==> config.mk <==
export PLATFORM = sky130hd
export DESIGN_NAME = booth_radix4_multiplier
export DESIGN_NICKNAME = d
export VERILOG_FILES = /design/src/rtl/booth_pkg.sv /design/src/rtl/booth_r4_encoder.sv /design/src/rtl/booth_radix4_multiplier.sv
export SDC_FILE = /design/constraint.sdc
export NUM_CORES = 1
export LEC_CHECK = 0
export BUFFER_PORTS_ARGS = -buffer_cell sky130_fd_sc_hd__buf_2
export CORE_ASPECT_RATIO = 1.1
export CORE_MARGIN = 8
export CORE_UTILIZATION = 62
export DETAILED_ROUTE_END_ITERATION = 10
export PLACE_DENSITY = 0.86
export SKIP_LAST_GASP = 1
export SLEW_MARGIN = 20
export SYNTH_ARGS = -nofsm -noshare
export SYNTH_HDL_FRONTEND = slang
export SYNTH_SLANG_ARGS = --single-unit
export TNS_END_PERCENT = 100
==> constraint.sdc <==
create_clock -name clk -period 6 [get_ports clk]
set_input_delay 1.2 -clock clk [delete_from_list [all_inputs] [get_ports clk]]
set_output_delay 1.2 -clock clk [all_outputs]
set_load 0.03 [all_outputs]
==> src/rtl/booth_pkg.sv <==
// booth_pkg: shared FSM state type, Booth recode-select type and iteration-count helper
package booth_pkg;
  typedef enum logic [1:0] {IDLE, CALC, DONE} state_t;
  typedef enum logic [2:0] {ZERO, PM, P2M, NM, N2M} sel_t;
  function automatic int calc_iter(input int n);
    return n / 2 + 1;
  endfunction
endpackage

==> src/rtl/booth_r4_encoder.sv <==
// booth_r4_encoder: combinational radix-4 Booth recode of a 3-bit group into a partial product of the W-bit extended multiplicand
module booth_r4_encoder
  import booth_pkg::*;
#(
  parameter int W = 10
) (
  input  logic [2:0]   i_grp,
  input  logic [W-1:0] i_m,
  output logic [W+1:0] o_pp
);
  sel_t         w_sel;
  logic [W+1:0] w_m;
  assign w_m = {{2{i_m[W-1]}}, i_m};
  always_comb begin
    w_sel = (i_grp == 3'b001 || i_grp == 3'b010) ? PM :
            (i_grp == 3'b011)                    ? P2M :
            (i_grp == 3'b100)                    ? N2M :
            (i_grp == 3'b101 || i_grp == 3'b110) ? NM : ZERO;
    o_pp  = (w_sel == PM)  ? w_m :
            (w_sel == P2M) ? (w_m << 1) :
            (w_sel == NM)  ? -w_m :
            (w_sel == N2M) ? -(w_m << 1) : '0;
  end
endmodule

==> src/rtl/booth_radix4_multiplier.sv <==
// booth_radix4_multiplier: sequential radix-4 Booth multiplier, N/2+1 CALC cycles; BOOTH_SIGNED_MODE_EN adds the signed_mode port (else always signed)
module booth_radix4_multiplier
  import booth_pkg::*;
#(
  parameter int N = 8
) (
  input  logic           clk,
  input  logic           rst,
  input  logic           start,
  input  logic [N-1:0]   data_M,
  input  logic [N-1:0]   data_Q,
`ifdef BOOTH_SIGNED_MODE_EN
  input  logic           signed_mode,
`endif
  output logic [2*N-1:0] data_out,
  output logic           done,
  output logic           busy
);
  localparam int ITER = calc_iter(N);
  localparam int CW = $clog2(ITER + 1);
  state_t       r_state, w_next;
  logic [CW-1:0] r_cnt;
  logic [N+1:0] r_m, r_q, w_q_nx;
  logic         r_q_m1, w_sgn;
  logic [N+3:0] r_acc, w_pp, w_sum, w_acc_nx;
`ifdef BOOTH_SIGNED_MODE_EN
  assign w_sgn = signed_mode;
`else
  assign w_sgn = 1'b1;
`endif
  booth_r4_encoder #(.W(N + 2)) u_enc (
    .i_grp({r_q[1:0], r_q_m1}),
    .i_m  (r_m),
    .o_pp (w_pp)
  );
  assign w_sum    = r_acc + w_pp;
  assign w_acc_nx = {{2{w_sum[N+3]}}, w_sum[N+3:2]};
  assign w_q_nx   = {w_sum[1:0], r_q[N+1:2]};
  always_comb begin
    w_next = (r_state == IDLE) ? (start ? CALC : IDLE) :
             (r_state == CALC) ? ((r_cnt == CW'(1)) ? DONE : CALC) : IDLE;
    busy   = r_state != IDLE;
    done   = r_state == DONE;
  end
  always_ff @(posedge clk) begin
    if (rst) r_state <= IDLE;
    else     r_state <= w_next;
  end
  always_ff @(posedge clk) begin
    if (rst) begin
      r_cnt    <= '0;
      r_acc    <= '0;
      r_m      <= '0;
      r_q      <= '0;
      r_q_m1   <= 1'b0;
      data_out <= '0;
    end else if (r_state == IDLE && start) begin
      r_m    <= {{2{w_sgn & data_M[N-1]}}, data_M};
      r_q    <= {{2{w_sgn & data_Q[N-1]}}, data_Q};
      r_q_m1 <= 1'b0;
      r_acc  <= '0;
      r_cnt  <= CW'(ITER);
    end else if (r_state == CALC) begin
      r_acc  <= w_acc_nx;
      r_q    <= w_q_nx;
      r_q_m1 <= r_q[1];
      r_cnt  <= r_cnt - CW'(1);
      if (r_cnt == CW'(1)) data_out <= {w_acc_nx[N-3:0], w_q_nx};
    end
  end
endmodule

==> results of run 1 <==
## area by class of cell
cell class              instances  area share (%)
flip-flops and latches         50            32.1
clock buffers                   6            2.33
inverters                      14            1.68
repair buffers                 37            6.02
multi-input cells             287            54.4
clock inverters                 2            1.20
well taps                      56            2.25
## sequential cells by signal (all words and copies together) (netlist names)
signal,flops
r_acc,10
r_m,8
r_q,10
r_cnt,3
r_state,2
r_q_m1,1
data_out,16
## power breakdown
| group | internal, mW | switching, mW |
|---|---|---|
| Clock | 0.125 | 0.114 |
| Sequential | 0.349 | 0.0223 |
| Combinational | 0.0693 | 0.109 |
## synth_stat cells (2+ instances only)
cell	count	area, sq um
nand2_1	89	334
a21oi_1	50	250
dfxtp_1	50	1000
nor2_1	20	75.1
clkbuf_1	18	67.6
o21ai_0	15	75.1
ha_1	14	175
inv_1	14	52.6
xnor2_1	12	105
a211oi_1	9	67.6
a22oi_1	7	52.6
o22ai_1	6	37.5
a21o_1	5	37.5
nor2b_1	5	31.3
xor2_1	5	43.8
buf_1	4	15.0
mux2i_1	4	40.0
a31oi_1	3	18.8
nand2b_1	3	18.8
nor3_1	3	15.0
o21a_1	3	22.5
a221oi_1	2	17.5
nand3_1	2	10.0
nor3b_1	2	15.0
nor4bb_1	2	20.0
o211ai_1	2	15.0
o21bai_1	2	15.0
o221ai_1	2	17.5
o311a_1	2	20.0
or3_1	2	12.5
## path summary, 6_finish.rpt
check	end	slack (ns)	cells past startpoint
max	r_acc[9]$_SDFFE_PP0P_	2.52	12
min	data_out[0]$_SDFFE_PP0P_	0.46	2
max reg2reg	r_acc[9]$_SDFFE_PP0P_	2.52	12
min reg2reg	data_out[0]$_SDFFE_PP0P_	0.46	2
## cell families after synthesis
logic type	Yosys count	share of synthesized area, %
AOI/OAI and AO/OA	116	25.3
xor gates and xnor gates	17	5.23
adders and majority gates	15	6.86
buffers and inverters	38	5.32
DFF	50	35.2
muxes	5	1.80
and+or+nand+nor	134	20.3
## worst reg2reg max path, stage by stage, from the launching register on
cell,delay (ns)
dfxtp_1,0.39
or4_4,0.58
nor3_2,0.21
nor2b_1,0.14
a221oi_1,0.26
a31oi_1,0.06
o21a_1,0.21
ha_1,0.34
a211o_1,0.31
o22ai_1,0.27
o221ai_1,0.22
mux2i_1,0.23
mux2i_1,0.19
## routing by layer
layer  track usage (%)  vias to the layer above  wire length, um
met5                 0                        -                0
met4              6.95                        0              121
met3              4.24                       10              338
met2              33.1                       66             3260
met1              23.6                     1248             2950
li1                  -                     1344                -
## layout by cell type, fill, tap and decap left out, types with 3 or more instances in the layout
master | synthesis | routed
nor3_1 | 3 | 3
nand2_1 | 89 | 89
clkbuf_8 | 0 | 5
a21o_1 | 5 | 5
inv_1 | 14 | 14
buf_2 | 1 | 36
mux2i_1 | 4 | 4
ha_1 | 14 | 14
xor2_1 | 5 | 5
xnor2_1 | 12 | 12
nor2b_1 | 5 | 4
a31oi_1 | 3 | 3
o21ai_0 | 15 | 15
nor2_1 | 20 | 19
a211oi_1 | 9 | 9
o22ai_1 | 6 | 6
dfxtp_1 | 50 | 50
o21a_1 | 3 | 3
a22oi_1 | 7 | 7
nand2b_1 | 3 | 3
a21oi_1 | 50 | 50
## stage by stage
step | cell area [sq um] | setup slack (ns) | hold slack (ns)
2_1_floorplan | 2850 | 2.82 | 0.432
3_3_place_gp | 3010 | 2.65 | 0.440
3_5_place_dp | 3010 | 2.52 | 0.444
4_1_cts | 3120 | 2.50 | 0.457
5_1_grt | 3120 | 2.27 | 0.480
6_report | 3120 | 2.52 | 0.456
==> impl_results.md, run 1 <==
* Drt pass-1 iters at 4
* Max_cap viols at 0
* Vias at 2668
* Clk buf depth at 2
* Post-synth EDFFs at 0
* CP max stage cell: or4_4
* Cts repair resizes at 0
* Critical path class: reg -> reg
* Min cycle time layout at 3.48 ns
* CTS Root Cell: clkbuf_8
* CTS clock-pin slew for the worst setup and hold paths at 0.09 ns
* Final Power at 787 uW
* Routed Antenna Nets at 0
* Synth Area per Inst at 7.59 sq um
* Crit-path max FO at 8
* Cell count after synthesis at 375
* Period utilization at 58.1%
* Worst Max-Slew Pin Slew at 0.739 ns
* Leakage at 1.26 nW
* Num ports at 37
* Placer Congestion at 0.972
* Syn-to-layout area delta at 9.63%
* Setup TNS at 0 ns
* Port bufs at 36
* Clk_skew at 0.00508 ns
* Die X at 80.6 um
* Row cnt at 26
* Post-route insts no fill at 452
* Maximum VDD drop at 0.235 mV
* Worst r2r src: r_m[2]$_SDFFE_PP0P_
* Hold Buf Count CTS at 0
* H-tree depth at 2
* Worst Setup Start Kind: flop
* Worst-Skew Late Latency at 0.30 ns
* CP cell instances: or4_4 -> nor3_2 -> nor2b_1 -> a221oi_1 -> a31oi_1 -> o21a_1 -> ha_1 -> a211o_1 -> o22ai_1 -> o221ai_1 -> mux2i_1 -> mux2i_1
* Final WL at 6.67 mm
* Power per Cell Area at 252 nW/um^2
* Register bit total from synthesis at 50
* Async set-reset flop share out of synthesis at 0%
* ANT cells at 0
* Largest stage delay on the critical path at 0.58 ns
* Sequential Area at 1000 sq um
* Num CTS Buffers at 5
* Initial antenna violation count at 0
* Final-stage net count at 429
* Starting density of the core at 62.9%
* Synth warn at 0
* Net count after synthesis at 409
* Synthesized cell area at 2850 sq um
* Area of the multi-input gates at 1700 sq um
* Pin count of the biggest net entering global routing at 42
* Crit end category: flop
* Crit-path leading delay family: compound AO/OA/AOI/OAI gates
* Worst path bufs/invs at 0
* Vias per cell at 5.90
* Gr ovfl total at 0
* CTS tree: built
* WL/cell at 14.7 um
* Most used cell, CP: mux2i_1
* Final Max Tran Viols at 0
* WP data arrival at 3.73 ns
* Die Height at 87.1 um
* Hold/Removal Path Class: reg -> reg
* Vias in the first global route at 2553
* Post-CTS Setup Bufs at 0
* Ys flop type: dfxtp_1
* Distinct cells, synth at 48
* Hold Startpoint: data_out[0]$_SDFFE_PP0P_
* First-pass GRT wire length at 11.3 mm
* Core area at 4520 sq um
* Outcome: completed
* RSZ-0062 raised after global routing: no
* DRC violations left at 0
* Worst Path Required at 6.24 ns
* Setup violators final at 0
* Hold Vio Cnt, Final at 0
* CTS Sinks at 50
* Slew Limit Headroom at 50.7%
* Final design utilization at 69.0%
* GRT Util Overall at 19.6%
* Max Freq at 287 MHz
* Die footprint at 7020 sq um
* Placed cell count at 444
* Share of layout cells above drive strength 1 at 12.9%
* Post-synthesis sequential area ratio at 35.2%
* Iter 0 DRT Violations at 207
* Crit path from: r_m[2]$_SDFFE_PP0P_
* Post-DP HPWL at 4.73 mm
* Filler instances at 372
Power figures use the tool's default switching activity.
==> run 2, diff against run 1 <==
ABC_AREA = 1   (was default)
CORE_UTILIZATION = 58   (was 62)
PLACE_DENSITY = 0.81   (was 0.86)
clock period = 3.3 ns   (was 6 ns; I/O delays follow)
==> run 2 against run 1 <==
Via count increased by 6.4%. Wire length increased by 2.5%. First-iteration DRC count decreased by 25%. Fmax increased by 31%. Critical path type unchanged. Largest power group unchanged. Highest routed layer unchanged.
==> impl_results.md, run 2 <==
* WL/cell at 13.2 um (-11%)
* Crit-path max FO at 4 (-4)
* Row cnt at 27 (+3.8%)
* Final WL at 6.83 mm (+2.5%)
* Placer Congestion at 0.945 (-2.8%)
* Synth area leader: dfxtp_1
* Port bufs at 36 (unchanged)
* Post-DP HPWL at 5.24 mm (+11%)
* Leakage at 1.68 nW (+34%)
* Final design utilization at 65.1% (-3.9 points)
* Worst Path Required at 3.50 ns (-2.74 ns)
* Most frequent cell after synthesis: nand2_1
* Post-synthesis sequential area ratio at 34.0% (-1.2 points)
* First-pass GRT wire length at 11.8 mm (+4.3%)
* Top cells by area, synth: dfxtp_1, nand2_1, inv_1
* Die footprint at 7620 sq um (+8.6%)
* Maximum VDD drop at 0.363 mV (+54%)
* Sequential share of power at 47.9% (+0.8 points)
* RSZ-0062 raised after global routing: no
* Num ports at 37 (unchanged)
* Hold/Removal Path Class: reg -> reg
* Register bit total from synthesis at 50 (unchanged)
* Iter 0 DRT Violations at 155 (-25%)
* NetSw at 487 uW (+99%)
* Crit-path leading delay family: simple AND/OR/NAND/NOR gates
* Drt pass-1 iters at 4 (unchanged)
* Die X at 84.0 um (+4.2%)
* Share of layout cells above drive strength 1 at 16.1% (+3.2 points)
* Post-synth EDFFs at 0 (unchanged)
* Synth warn at 0 (unchanged)
* DRC violations left at 0 (unchanged)
* Cell count after synthesis at 427 (+14%)
* Synth Area per Inst at 6.90 sq um (-9.0%)
* Max Freq at 377 MHz (+31%)
* CP max stage cell: dfxtp_1
* Worst Setup Start Kind: flop
* Most frequent cells in the layout: nand2_1, inv_1, dfxtp_1, nor2_1
* Top cells by count, synth: nand2_1, inv_1, dfxtp_1
* H-tree depth at 2 (unchanged)
* Biggest register: data_out
* Worst-Skew Late Latency at 0.31 ns (about the same)
* Most used cell, CP: inv_1
* Routed Antenna Nets at 0 (unchanged)
* Starting density of the core at 59.3% (-3.6 points)
* Critical path class: reg -> reg
* Max_cap viols at 0 (unchanged)
* Initial antenna violation count at 0 (unchanged)
* Slew Limit Headroom at 50.7% (about the same)
* Switching share of power at 34.6% (+3.5 points)
* Combinational power share at 25.7% (+3.1 points)
* Vias in the first global route at 2662 (+4.3%)
* Period utilization at 80.3% (+22 points)
* Ys flop type: dfxtp_1
* Die Height at 90.8 um (+4.3%)
* Clk network pwr share at 26.4% (-3.9 points)
* Hold Buf Count CTS at 0 (unchanged)
* ANT cells at 0 (unchanged)
* Worst path bufs/invs at 4 (+4)
* Net count after synthesis at 461 (+13%)
* Final Max Tran Viols at 0 (unchanged)
* Pin count of the biggest net entering global routing at 29 (-31%)
* Gr ovfl total at 0 (unchanged)
* Vias per cell at 5.48 (-7.1%)
* Min cycle time layout at 2.65 ns (-0.834 ns)
* Crit end category: flop
* Most common cell after layout, fill and taps aside: nand2_1
* Synthesized cell area at 2950 sq um (+3.6%)
* CP cell instances: inv_1 -> ha_1 -> inv_1 -> nor2_1 -> nand3_2 -> nand2_1 -> o21ai_0 -> o22ai_1 -> inv_1 -> ha_1 -> nand2_1 -> nor3_1 -> o21ai_0 -> nand3_1 -> nor2_1 -> o21ai_0 -> inv_1
* Async set-reset flop share out of synthesis at 0% (unchanged)
* Worst Max-Slew Pin Slew at 0.739 ns (-0.000454 ns)
* Int Pwr at 919 uW (+69%)
* Cts repair resizes at 0 (unchanged)
* Syn-to-layout area delta at 9.72% (about the same)
* Core area at 4970 sq um (+9.8%)
* CTS Sinks at 50 (unchanged)
* Post-CTS Setup Bufs at 0 (unchanged)
* Num CTS Buffers at 5 (unchanged)
* CTS tree: built
* WP data arrival at 2.86 ns (-0.87 ns)
* Largest stage delay on the critical path at 0.35 ns (-0.23 ns)
* Clk buf depth at 2 (unchanged)
* Vias at 2839 (+6.4%)
* Power per Cell Area at 435 nW/um^2 (+72%)
* Distinct cells, synth at 34 (-29%)
* Setup TNS at 0 ns (unchanged)
* Setup violators final at 0 (unchanged)
* Final-stage net count at 493 (+15%)
* GRT Util Overall at 18.2% (-1.5 points)
* CTS Root Cell: clkbuf_8
* Clk_skew at 0.00985 ns (+0.00476 ns)
* Hold Vio Cnt, Final at 0 (unchanged)
* Largest registers: data_out (16), r_acc (10), r_q (10)
* Synth top area share at 34.0% (-1.2 points)
* Max FFs per register at 16 (unchanged)
* CTS clock-pin slew for the worst setup and hold paths at 0.10 ns (about the same)
* Outcome: completed
==> run 2: cell types whose count changed in the layout (fill, tap and decap cells not counted), moves of 5 or more <==
cell and delta:
o211ai_1 +5, nand3_1 +34, a211oi_1 -9, inv_1 +41
xnor2_1 -12, nand2_2 +5, o21ai_0 +13, a21oi_1 -26
inv_2 +10, nor2_1 +25
==> run 2: cell families after synthesis <==
kind of cell	count (synthesis)	share of synthesized area [%]
flops	50	34.0
buf+inv	79	10.9
fa+ha+maj	15	6.62
compound gates	85	17.2
simple gates	191	29.3
xor+xnor	7	2.08
==> run 2: worst paths after layout <==
kind	startpoint	end	slack (ns)	cells past startpoint
setup / recovery	r_m[0]$_SDFFE_PP0P_	r_acc[8]$_SDFFE_PP0P_	0.65	17
hold / removal	data_out[1]$_SDFFE_PP0P_	data_out[1]$_SDFFE_PP0P_	0.48	2
setup reg to reg	r_m[0]$_SDFFE_PP0P_	r_acc[8]$_SDFFE_PP0P_	0.65	17
hold reg to reg	data_out[1]$_SDFFE_PP0P_	data_out[1]$_SDFFE_PP0P_	0.48	2
==> run 2: per-stage QoR <==
step	hold WS (ns)	total power, mW	std cells	cell area, sq um	worst slack (ns)
4_1_cts	0.478	1.41	518	3230	0.652
2_1_floorplan	0.438	0.967	427	2950	0.968
6_report	0.479	1.41	518	3230	0.649
3_5_place_dp	0.456	1.05	510	3140	0.682
5_1_grt	0.495	1.49	518	3230	0.295
3_3_place_gp	0.457	1.04	510	3140	0.759
==> run 2: tightest hold or removal path: cells and delay by family, from the launching register on <==
family          cells  cell delay, ns
compound gates      1            0.06
flops               1            0.32
simple gates        1            0.07
==> run 2: final cells by class <==
type,count,area (sq um)
inverter,67,256
clock inverter,3,22.5
multi-input combinational,298,1620
fill,443,1730
tap,58,72.6
clock buffer,5,68.8
sequential,50,1000
timing repair buffer,37,188
==> run 2: routing by layer <==
layer	share of wire, %	up-vias	track usage, %	wire length, um
met1	45	1304	21.1	3080
li1	-	1461	-	-
met3	4.4	11	4.15	304
met5	0	-	0	0
met4	1.7	0	7.06	119
met2	49	63	31.2	3330
==> run 2: power groups by stage <==
| stage | Combinational, mW | Sequential, mW | Clock [mW] |
|---|---|---|---|
| floorplan | 0.278 | 0.689 | 0 |
| global placement | 0.352 | 0.686 | 0 |
| detailed placement | 0.359 | 0.687 | 0 |
| CTS | 0.361 | 0.674 | 0.379 |
| global route | 0.410 | 0.679 | 0.401 |
| finish | 0.361 | 0.674 | 0.371 |
==> run 3, diff against run 2 <==
CORE_UTILIZATION = 52   (was 58)
PLACE_DENSITY = 0.77   (was 0.81)
clock period = 2.2 ns   (was 3.3 ns; I/O delays follow)
==> run 3 against run 2 <==
Clock skew down 0.0011 ns. Wire length is 21% higher. The flow now finishes with violations (negative setup slack). Hold slack got worse by 0.12 ns. Cell count rose by 14%. Largest power group unchanged. Largest cell class unchanged. Register-to-register slack got worse by 0.91 ns.
==> impl_results.md, run 3 (synthesized netlist as in run 2, its figures left out) <==
* Outcome: finished with violations
* Failing checks: negative setup slack
* Gr ovfl total at 0 (unchanged)
* Die footprint at 8330 sq um (+9.4%)
* Final design utilization at 73.3% (+8.2 points)
* Final Power at 2.44 mW (+74%)
* Fin worst setup slack at -0.264 ns (-0.913 ns)
* Initial antenna violation count at 0 (unchanged)
* Hold Slack at 0.358 ns (-0.121 ns)
* Final-stage net count at 548 (+11%)
* Hold/Removal Path Class: in -> reg
* Die Height at 95.0 um (+4.6%)
* WP data arrival at 2.68 ns (-0.18 ns)
* Most frequent cells in the layout: nand2_1, buf_4, inv_1, dfxtp_1
* Most common cell after layout, fill and taps aside: nand2_1
* Largest registers: data_out (16), r_acc (10), r_q (10)
* Starting density of the core at 54.3% (-5.1 points)
* Hold Vio Cnt, Final at 0 (unchanged)
* Placed cell count at 573 (+12%)
* Share of layout cells above drive strength 1 at 35.9% (+20 points)
* CP cell instances: nand2_1 -> nor2_1 -> inv_1 -> o22ai_1 -> a21oi_2 -> ha_4 -> a21oi_2 -> nand2_2 -> nand2_1 -> nand3_2 -> nand2_2 -> nand3_1 -> nand2_1 -> nand3_1 -> nand2_1 -> inv_1
* CTS Sinks at 50 (unchanged)
* Die X at 87.8 um (+4.5%)
* Max Freq at 406 MHz (+7.6%)
* Row cnt at 28 (+3.7%)
* Largest stage delay on the critical path at 0.39 ns (+0.04 ns)
* GRT Util Overall at 19.6% (+1.5 points)
* ANT cells at 0 (unchanged)
* Drt pass-1 iters at 4 (unchanged)
* Pin count of the biggest net entering global routing at 29 (unchanged)
* H-tree depth at 2 (unchanged)
* Setup violators final at 14 (+14)
* Period utilization at 112% (+32 points)
* Power per Cell Area at 613 nW/um^2 (+41%)
* Post-route insts no fill at 590 (+14%)
* Maximum VDD drop at 0.462 mV (+27%)
* Slew Limit Headroom at 66.4% (+16 points)
* Core area at 5430 sq um (+9.3%)
* CTS tree: built
* DRC violations left at 0 (unchanged)
* Max_cap viols at 0 (unchanged)
* First-pass GRT wire length at 13.1 mm (+11%)
* RSZ-0062 raised after global routing: yes
* Port bufs at 36 (unchanged)
* Worst Setup Start Kind: flop
* Setup TNS at -2.76 ns (-2.76 ns)
* Vias in the first global route at 3017 (+13%)
* Crit-path max FO at 6 (+2)
* Max FFs per register at 16 (unchanged)
* Most used cell, CP: nand2_1
* Critical path class: reg -> reg
* Final WL at 8.29 mm (+21%)
* WL/cell at 14.1 um (+6.5%)
* Clk_skew at 0.00878 ns (-0.00107 ns)
* Biggest register: data_out
* CP max stage cell: dfxtp_4
* Placer Congestion at 0.924 (-2.2%)
* CTS Root Cell: clkbuf_8
* Routed Antenna Nets at 0 (unchanged)
* Num CTS Buffers at 5 (unchanged)
* Clk buf depth at 2 (unchanged)
* Num ports at 37 (unchanged)
* Worst Max-Slew Pin Slew at 0.504 ns (-0.235 ns)
* Crit end category: flop
* Final Max Tran Viols at 0 (unchanged)
* Syn-to-layout area delta at 35.0%
* Post-DP HPWL at 5.79 mm (+10%)
* Vias per cell at 5.26 (-3.9%)
* Min cycle time layout at 2.46 ns (-0.187 ns)
* Filler instances at 428 (-3.4%)
* CTS clock-pin slew for the worst setup and hold paths at 0.11 ns (about the same)
* Iter 0 DRT Violations at 171 (+10%)
* Leakage at 1.99 nW (+18%)
* Worst-Skew Late Latency at 0.31 ns (about the same)
* Vias at 3106 (+9.4%)
* Worst Path Required at 2.42 ns (-1.08 ns)
## run 3: cell types whose count changed in the layout (fill, tap and decap cells not counted), sizes merged
cell    delta
clkinv     +1
inv        -1
buf       +55
## run 3: critical path: cells and delay by family (launching register included)
family	cells	cell delay, ns
flip-flops	1	0.39
adder cells (fa/ha/maj)	1	0.27
buffers and inverters	2	0.17
AO/OA/AOI/OAI	3	0.49
AND/OR/NAND/NOR	10	1.03
## run 3: repair_timing
item | 4_1_cts | 5_1_grt
setup buffers | 4 | 5
hold buffers | 0 | 0
resized for setup | 34 | 31
endpoints found under the setup margin | 15 | 15
pin swaps | 22 | 29
hold endpoints to repair | 0 | 0
## run 3: metal layers
metal / vias to the layer above / wire, um / track usage [%] / share of wire (%)
li1: 1571 / - / - / -
met1: 1436 / 3510 / 23.4 / 42
met2: 79 / 4200 / 33.8 / 51
met3: 20 / 389 / 3.48 / 4.7
met4: 0 / 196 / 7.75 / 2.4
met5: - / 0 / 0 / 0
## run 3: power by group
part | internal [mW] | switching [mW]
clock | 0.237 | 0.356
sequential | 0.962 | 0.0493
combinational | 0.371 | 0.462
## run 3: worst paths after layout
path,cells after the start,startpoint,slack (ns),endpoint
hold reg to reg,2,r_q[7]$_SDFFE_PP0P_,0.47,data_out[5]$_SDFFE_PP0P_
hold / removal,3,data_Q[1],0.36,r_q[1]$_SDFFE_PP0P_
setup / recovery,16,r_q[0]$_SDFFE_PP0P_,-0.26,r_acc[7]$_SDFFE_PP0P_
setup reg to reg,16,r_q[0]$_SDFFE_PP0P_,-0.26,r_acc[7]$_SDFFE_PP0P_
## run 3: layout make-up
| cell class | count | area, sq um | share of cell area [%] |
|---|---|---|---|
| clock buffer | 5 | 68.8 | 1.73 |
| clock inverter | 3 | 28.8 | 0.723 |
| inverter | 67 | 259 | 6.51 |
| multi-input combinational | 298 | 1900 | 47.7 |
| sequential | 50 | 1010 | 25.4 |
| tap | 75 | 93.8 | 2.36 |
| timing repair buffer | 92 | 617 | 15.5 |
## run 3: per-stage QoR
step | setup slack [ns] | area, sq um
after floorplan | 0.00563 | 2970
after global placement | -0.258 | 3550
after detailed placement | -0.298 | 3550
after CTS | -0.184 | 3800
after global routing | -0.428 | 3980
final | -0.264 | 3980
